File: src/rtl/maze_mul_pkg.sv
// Shared definitions for the maze-search multiplier sharing logic.
package maze_mul_pkg;

  localparam int MUL_OP_W  = 22;
  localparam int MUL_RES_W = 25;

  typedef enum logic [1:0] {
    IDLE = 2'd0,
    MUL  = 2'd1,
    DONE = 2'd2
  } mul_arb_state_t;

endpackage

File: src/rtl/mul_bit.sv
// Shared multiplier: product of two operands truncated to RES_W bits.
// Output is forced to zero when exe is low so an idle multiplier is quiet.
module mul_bit
  import maze_mul_pkg::*;
#(
  parameter int OP_W  = MUL_OP_W,
  parameter int RES_W = MUL_RES_W
) (
  input  logic [OP_W-1:0]  op1,
  input  logic [OP_W-1:0]  op2,
  input  logic             exe,
  output logic [RES_W-1:0] product
);

  // Multiplying in RES_W bits keeps exactly the low RES_W bits of the full product.
  always_comb begin
    product = '0;
    if (exe) product = RES_W'(op1) * RES_W'(op2);
  end

endmodule

File: src/rtl/mul_arbiter.sv
// Round-robin arbiter/sequencer sharing one mul_bit among NREQ requesters.
//
// Handshake: a request on slot i is transferred on a rising edge where
// req_valid[i] and req_ready[i] are both high; req_ready is one-hot and only
// asserted in IDLE. A response is offered by holding rsp_valid[gnt] high with
// rsp_result stable until the same slot raises rsp_ack; acks from other slots
// are ignored.
module mul_arbiter
  import maze_mul_pkg::*;
#(
  parameter int NREQ  = 4,
  parameter int OP_W  = MUL_OP_W,
  parameter int RES_W = MUL_RES_W
) (
  input  logic                 m_clock,
  input  logic                 p_reset,
  input  logic [NREQ-1:0]      req_valid,
  output logic [NREQ-1:0]      req_ready,
  input  logic [NREQ*OP_W-1:0] req_op1,
  input  logic [NREQ*OP_W-1:0] req_op2,
  output logic [NREQ-1:0]      rsp_valid,
  output logic [RES_W-1:0]     rsp_result,
  input  logic [NREQ-1:0]      rsp_ack,
  output logic                 busy,
  output mul_arb_state_t       dbg_state
);

  localparam int GW = (NREQ > 1) ? $clog2(NREQ) : 1;
  localparam logic [GW-1:0] LAST_RST = GW'(NREQ - 1);

  mul_arb_state_t  state, state_nxt;
  logic [GW-1:0]   last_grant, gnt_r, pick;
  logic [OP_W-1:0] op1_r, op2_r, op1_sel, op2_sel;
  logic [RES_W-1:0] res_r, mul_p;
  logic            accept, mul_exe, release_gnt;

  // First valid slot found searching upward from last+1, wrapping at NREQ.
  function automatic logic [GW-1:0] rr_pick(input logic [NREQ-1:0] v,
                                            input logic [GW-1:0]   last);
    logic [GW-1:0] idx;
    logic          found;
    rr_pick = last;
    found   = 1'b0;
    for (int k = 1; k <= NREQ; k++) begin
      idx = GW'((int'(last) + k) % NREQ);
      if (!found && v[idx]) begin
        rr_pick = idx;
        found   = 1'b1;
      end
    end
  endfunction

  assign pick    = rr_pick(req_valid, last_grant);
  assign op1_sel = req_op1[int'(pick)*OP_W +: OP_W];
  assign op2_sel = req_op2[int'(pick)*OP_W +: OP_W];

  mul_bit #(
    .OP_W  (OP_W),
    .RES_W (RES_W)
  ) u_mul_bit (
    .op1     (op1_r),
    .op2     (op2_r),
    .exe     (mul_exe),
    .product (mul_p)
  );

  // Next-state and handshake strobes; req_ready is held low while reset is asserted.
  always_comb begin
    state_nxt   = state;
    req_ready   = '0;
    accept      = 1'b0;
    mul_exe     = 1'b0;
    release_gnt = 1'b0;
    case (state)
      IDLE: begin
        if (p_reset && (|req_valid)) begin
          accept          = 1'b1;
          req_ready[pick] = 1'b1;
          state_nxt       = MUL;
        end
      end
      MUL: begin
        mul_exe   = 1'b1;
        state_nxt = DONE;
      end
      DONE: begin
        if (rsp_ack[gnt_r]) begin
          release_gnt = 1'b1;
          state_nxt   = IDLE;
        end
      end
      default: state_nxt = IDLE;
    endcase
  end

  // Response outputs are pure decodes of registered state.
  always_comb begin
    rsp_valid = '0;
    if (state == DONE) rsp_valid[gnt_r] = 1'b1;
  end

  assign rsp_result = res_r;
  assign busy       = (state != IDLE);
  assign dbg_state  = state;

  // State register plus the latched grant, operands and product.
  always_ff @(posedge m_clock or negedge p_reset) begin
    if (!p_reset) begin
      state      <= IDLE;
      last_grant <= LAST_RST;
      gnt_r      <= '0;
      op1_r      <= '0;
      op2_r      <= '0;
      res_r      <= '0;
    end else begin
      state <= state_nxt;
      if (accept) begin
        gnt_r <= pick;
        op1_r <= op1_sel;
        op2_r <= op2_sel;
      end
      if (mul_exe)     res_r      <= mul_p;
      if (release_gnt) last_grant <= gnt_r;
    end
  end

endmodule

File: config.mk
export PLATFORM = sky130hd
export DESIGN_NAME = mul_arbiter
export DESIGN_NICKNAME = d
export VERILOG_FILES = /design/src/rtl/maze_mul_pkg.sv /design/src/rtl/mul_bit.sv /design/src/rtl/mul_arbiter.sv
export SDC_FILE = /design/constraint.sdc
export NUM_CORES = 1
export LEC_CHECK = 0
export CAP_MARGIN = 10
export CORE_UTILIZATION = 50
export CTS_CLUSTER_DIAMETER = 150
export DETAILED_ROUTE_END_ITERATION = 12
export PLACE_DENSITY = 0.83
export SYNTH_ARGS = -nofsm -noshare
export SYNTH_HDL_FRONTEND = slang
export SYNTH_SLANG_ARGS = --single-unit
File: constraint.sdc
create_clock -name m_clock -period 19.9 [get_ports m_clock]
set_input_delay 3.98 -clock m_clock [delete_from_list [all_inputs] [get_ports m_clock]]
set_output_delay 3.98 -clock m_clock [all_outputs]
set_load 0.02 [all_outputs]
Yosys cells after proc, flatten, opt, wreduce, memory -nomap -nowiden

Cells that the tools add are included.

Logic and storage cells: 71
Register bits after elaboration: 75
Output and inout port bits: 36

Mux-type cells: 32
Eq/ne operators: 4
$add $sub $neg: 4
Magnitude comparators: 8
$mul: 2
Reductions and logical operators: 13
Shifts and indexed selects: 2

Operators by type and width:

| kind                                                                   | number |
|---|---|
| 88-bit by 32-bit indexed part select with 22-bit output                | 1 |
| 88-bit by 8-bit indexed part select with 22-bit output                 | 1 |
| 22-bit by 22-bit multiplier with 25-bit output                         | 1 |
| 2-bit by 3-bit < comparator with 1-bit output (second input constant)  | 6 |
| 1-bit 2-to-1 mux                                                       | 15 |
| 2-bit 2-to-1 mux                                                       | 6 |
| 4-bit 2-to-1 mux                                                       | 3 |
| 1-bit binary-select mux with 2-bit select                              | 5 |
| 1-bit logical AND                                                      | 6 |
| 2-bit by 4-bit multiplier with 6-bit output (second input constant)    | 1 |
| 2-bit one-hot mux with 3 select lines                                  | 1 |
| 2-bit by 1-bit adder with 2-bit output (second input constant)         | 2 |
| 2-bit adder (second input constant)                                    | 2 |
| 1-bit demux with 2-bit select                                          | 2 |
| 2-bit by 1-bit >= comparator with 1-bit output (second input constant) | 2 |
| 2-bit inequality test (second input constant)                          | 2 |
| 4-bit OR reduction                                                     | 1 |
| 1-bit logical NOT                                                      | 3 |
| 2-bit by 1-bit equality test with 1-bit output (second input constant) | 1 |
| 2-bit equality test (second input constant)                            | 1 |
| 2-bit logical NOT                                                      | 1 |
| 2-bit AND reduction                                                    | 1 |
| 2-bit nonzero test                                                     | 1 |

Depth between registers and ports, before layout

Word-level depth: 19
Mapped depth: 25
Mapped depth without buffers: 22

Hierarchy

From an unflattened synthesis, not the netlist that was laid out.

Cell total of the unflattened synthesis: 1383
Area total of the unflattened synthesis: 13768.2 sq um

Modules (own cells, without submodules):

| module      | times used | sequential area each (sq um) | cells each | area an instance (sq um) |
|---|---|---|---|---|
| mul_bit     | 1          | 0.0                          | 1040       | 9240.1 |
| mul_arbiter | 1          | 1879.3                       | 343        | 4528.1 |

Worst setup path after synthesis

OpenSTA, ideal clock, no wires.

Path type: input to output
From: in req_valid[1]
To: out req_ready[0]
Buffers on the path: 2
Data required time: 15.920 ns
Data arrival time: 5.474 ns
Stages: 7
Path slack: 10.446 ns
Cell sequence: nand2_1 -> o21ai_0 -> a221oi_1 -> clkbuf_1 -> clkbuf_1 -> inv_1 -> nor3_1

Word-level cells in the longest chain between the ends: 18
Elaborated cells between the ends (all ways): 30

Ends and longest elaborated chain:

| item                                                                                                                                         | RTL line          | RTL |
|---|---|---|
| start, declared                                                                                                                              | mul_arbiter.sv:17 | `input logic [NREQ-1:0] req_valid,` |
| 1-bit binary-select mux with 2-bit select                                                                                                    | mul_arbiter.sv:46 | `if (!found && v[idx]) begin` |
| 1-bit 2-to-1 mux (not written as such)                                                                                                       | mul_arbiter.sv:46 |  |
| 1-bit 2-to-1 mux                                                                                                                             | mul_arbiter.sv:46 |  |
| 1-bit logical NOT                                                                                                                            | mul_arbiter.sv:46 |  |
| 1-bit logical AND                                                                                                                            | mul_arbiter.sv:46 |  |
| 1-bit 2-to-1 mux                                                                                                                             | mul_arbiter.sv:46 |  |
| 1-bit logical NOT                                                                                                                            | mul_arbiter.sv:46 |  |
| 1-bit logical AND                                                                                                                            | mul_arbiter.sv:46 |  |
| [2 not listed]                                                                                                                               | -                 |  |
| 1-bit logical AND                                                                                                                            | mul_arbiter.sv:46 |  |
| 2-bit 2-to-1 mux                                                                                                                             | mul_arbiter.sv:46 |  |
| 2-bit by 3-bit < comparator with 1-bit output (not written as such) / 2-bit by 1-bit >= comparator with 1-bit output (equally long branches) | mul_arbiter.sv:78 | `req_ready[pick] = 1'b1;` |
| 1-bit logical AND (not written as such)                                                                                                      | mul_arbiter.sv:78 |  |
| 1-bit 2-to-1 mux (not written as such)                                                                                                       | mul_arbiter.sv:78 |  |
| 1-bit demux with 2-bit select                                                                                                                | mul_arbiter.sv:78 |  |
| 4-bit 2-to-1 mux *                                                                                                                           | mul_arbiter.sv:76 | `if (p_reset && (\|req_valid)) begin` |
| 4-bit 2-to-1 mux *                                                                                                                           | mul_arbiter.sv:74 | `case (state)` |
| end, declared                                                                                                                                | mul_arbiter.sv:18 | `output logic [NREQ-1:0] req_ready,` |

Every way passes the cells marked *; elsewhere a longest branch is shown, timed or not. The select of a mux whose other input is x is not followed.

Final worst setup path

From: in req_valid[0]
To: out req_ready[2]

The elaborated chain is that of the path after synthesis.

==> results.md <==
- For this configuration, the core starts out at a cell density of 0.5110.
- In this run the cell area measured after placement is between 15000 and 20000 um2.
- The startpoint identified for the worst register-to-register timing path is op2_r[1].
- The final number of max-transition violations is 0.
- The predominant post-synthesis flop cell is dfrtp_1.
- The post-placement setup slack is ~9.4 ns.
- The initial antenna violation count was 0.
- The number of unique standard cell types used by synthesis is 39.
- The most common library cell in the layout ignoring fill and taps is nand2_1.
- Clock tree synthesis found a total of 75 sinks.
- The first global-routing pass estimated between 50000 and 60000 um of wire.
- The end point of the most critical hold path is rsp_result[20].
- For this design, the slowest cell found on the critical path is buf_4.
- In the layout the commonest cells are nand2_1, fa_1, clkdlybuf4s50_1, inv_1, and2_1.
- At the end of routability-driven placement, the weighted congestion stood at just under 0.9.
- Timing would allow up to between 0.09 and 0.1 GHz.
- Relative to the synthesized area, the layout overhead comes to 20.02%.
- At the pin with the least slew margin, the transition time is between 0.9 and 1 ns.
- Entering global routing, the biggest net connects 94 pins.
- For flop-to-flop paths, the worst setup slack is 12.99 ns.
- The minimum period implied by the final worst setup slack is around 11 ns.
- After legalization and detailed placement, the total HPWL measured approximately 27000 um.
- Setup repair after global routing left no endpoint under its margin.
- The tool flagged a number of max-cap violations equal to 0.
- The proportion of layout cells with a drive suffix above 1 is 0.02271.
- The worst hold path depth is 2.
- The number of buffers inserted by hold repair at cts is 0.
- The full die area is around 27000 um2.
- The worst register-to-register path ends at rsp_result[24].
- The TritonCTS clock tree is yes.
- On the worst path, the slowest cell contributes a delay of ~0.64 ns.
- Traced cell by cell, the critical path runs through clkdlybuf4s50_1 -> inv_1 -> o21ai_0 -> a211o_2 -> buf_4 -> nor3_1 -> clkdlybuf4s50_1.
- Counting flops with a built-in enable in the synthesized netlist gives 0.
- The detailed router finished its first iteration with ~740 violations.
- The kind of path behind the tightest hold check is reg -> reg.
- For the worst flop-to-flop path, the logic depth is 20.
- The clock-pin slew reported for the worst setup and hold paths after clock tree synthesis is about 0.060 ns.
- After routing the design area is around 16000 um2.
- Synthesis produced a netlist with a net count of approximately 2100.
- The root buffer cell chosen for the clock tree is clkbuf_16.
- The number of optimization iterations in the first detailed-route pass is 6.
- The cell repeated most along the worst path is clkdlybuf4s50_1.
- Of all nets on the critical path, the largest fanout is 90.
- After synthesis the netlist holds a flip-flop and latch count of 75.
- The number of failing hold endpoints at the final stage came to 0.
- Setup violations remaining at the end of the flow were counted as 0.
- The initialized floorplan defines 59 standard-cell rows.
- The region available for standard cell placement spans ~26000 um2.
- The flow ran to the end, and the final reports show no timing, DRC or antenna violations.
- The category of the most critical setup path is in -> out.
- The die is roughly 170 um tall.
- The remaining max-slew budget at the tightest pin is 0.3583.
- TritonCTS created 9 clock buffers.
- For the worst-skew pair, the clock arrives at the later sink with an insertion delay of between 0.3 and 0.4 ns.
- The final layout contains routed wiring with a total length of 34580 um.
- The net count reported at finish is 2252.
- The netlist area before placement is approximately 13000 um2.
- The number of global-route vias before repair is 11750.
- The number of buffers between clock root and the deepest sink is 2.
- The final antenna diode count is 0.
- The critical path endpoint category is an output pin.
- Dividing the final minimum period by the clock period gives 0.5280.
- Post-CTS repair changed the size of 0 cells.
- After global routing the overflow that remains totals 0.
- The part of the Yosys area used for sequential elements is 0.1411.
- The buffer count from post-CTS setup fixing is 0.
- The fraction of synthesis flops using an asynchronous set or reset pin is 1.000.
- The detailed router placed 11160 vias in this run.
- The total of buffers placed on input and output ports is roughly 220.
- The vias per cell is ~5.3.
- The post-detailed-route count of antenna-violating nets is 0.
- The cell count after synthesis is about 1600.
- The setup slack after layout is around 9.4 ns.
- The overall routing resource usage is 0.2741.
- The average wire per standard cell is around 17 um.
- The average size of a mapped cell is roughly 8.2 um2.
- The final worst clock skew is between 0.009 and 0.01 ns.
- In the routed design, unresolved DRC markers number 0.
- The width of the die is about 170 um.
- The kind of start point of the critical path is an input pin.
- On the final layout, the worst hold slack is around 0.47 ns.
- CTS built an H-tree with a depth of 3.
- The required time of the worst setup path is 15.92 ns.
- The total negative slack for setup checks is 0 ns.
- For the worst setup path, the data arrival time is ~6.5 ns.
- The Yosys step of the flow raised 0 warnings.
- The count of pins on the block boundary is ~220.
- The worst hold path begins at rsp_result[20].
[routing by layer]
| metal | GRT usage | wire (um) |
|---|---|---|
| met1 | 0.3351 | 13360 |
| met2 | 0.4816 | 17560 |
| met3 | 0.05270 | 2568 |
| met4 | 0.09466 | 1088 |
| met5 | 0 | 0 |
[critical path, delay by kind of cell]
kind                   cells  cell delay [ns]
buffers and inverters      4             1.79
AO/OA/AOI/OAI              2             0.61
AND/OR/NAND/NOR            1             0.14
[layout make-up]
class | instances | area (um2)
clock buffer | 11 | 242.7
clock inverter | 5 | 86.33
fill | 2208 | 10080
inverter | 213 | 799.5
multi-input combinational | 1230 | 10300
sequential | 75 | 1879
tap | 335 | 419.2
timing repair buffer | 227 | 2255
[cells in the mapped netlist (2+ instances only)]
master / number / area share
inv_1: 213 / 0.060
nor2_1: 13 / 0.0037
nand2_1: 449 / 0.13
a21oi_1: 12 / 0.0045
dfrtp_1: 73 / 0.14
nor3_1: 6 / 0.0023
fa_1: 230 / 0.35
xor2_1: 17 / 0.011
o21bai_1: 2 / 0.0011
o21ai_1: 4 / 0.0015
a221o_1: 2 / 0.0015
and3_1: 3 / 0.0014
a21o_1: 15 / 0.0085
nand2b_1: 5 / 0.0023
a211oi_2: 2 / 0.0019
a211o_1: 2 / 0.0013
xnor2_1: 42 / 0.028
o21ai_0: 116 / 0.044
ha_1: 80 / 0.075
mux2_2: 7 / 0.0059
buf_1: 4 / 0.0011
and2_1: 159 / 0.075
clkbuf_1: 94 / 0.026
o21a_1: 2 / 0.0011
nand3_1: 46 / 0.017
dfstp_2: 2 / 0.0039
a31oi_1: 4 / 0.0019
[worst max-delay path by stage]
stage                       startpoint  slack, ns           end  cells after the start
after CTS                 req_valid[0]       9.37  req_ready[2]                      7
final                     req_valid[0]       9.39  req_ready[2]                      7
after global routing      req_valid[3]       9.16  req_ready[0]                      8
after detailed placement  req_valid[0]       9.36  req_ready[2]                      7
after global placement    req_valid[0]       9.40  req_ready[2]                      7
after floorplan           req_valid[1]      10.45  req_ready[0]                      7
[sequential cells by signal (all words and copies together) (netlist names)]
| signal | cells |
|---|---|
| op1_r | 22 |
| op2_r | 22 |
| gnt_r | 2 |
| rsp_result | 25 |
| dbg_state | 2 |
| last_grant | 2 |
[per-stage QoR]
| step | utilization | cells |
|---|---|---|
| 6_report | 0.6133 | 2096 |
| 3_5_place_dp | 0.6007 | 2080 |
| 4_1_cts | 0.6133 | 2096 |
| 2_1_floorplan | - | 1616 |
| 5_1_grt | 0.6133 | 2096 |
| 3_3_place_gp | 0.6007 | 2080 |
[kinds of logic (layout without fill, tap and decap cells)]
family / count (synthesis) / count (layout) / synth area share
multiplexers: 8 / 8 / 0.007611
XOR/XNOR: 59 / 59 / 0.03880
AND/OR/NAND/NOR: 685 / 685 / 0.2303
flip-flops: 75 / 75 / 0.1411
adder cells (fa/ha/maj): 310 / 310 / 0.4209
AO/OA/AOI/OAI: 168 / 168 / 0.07357
buffers and inverters: 311 / 456 / 0.08766
Power is not shown: default switching activity piles up to over one toggle a cycle in this logic, so the estimate is an artifact.
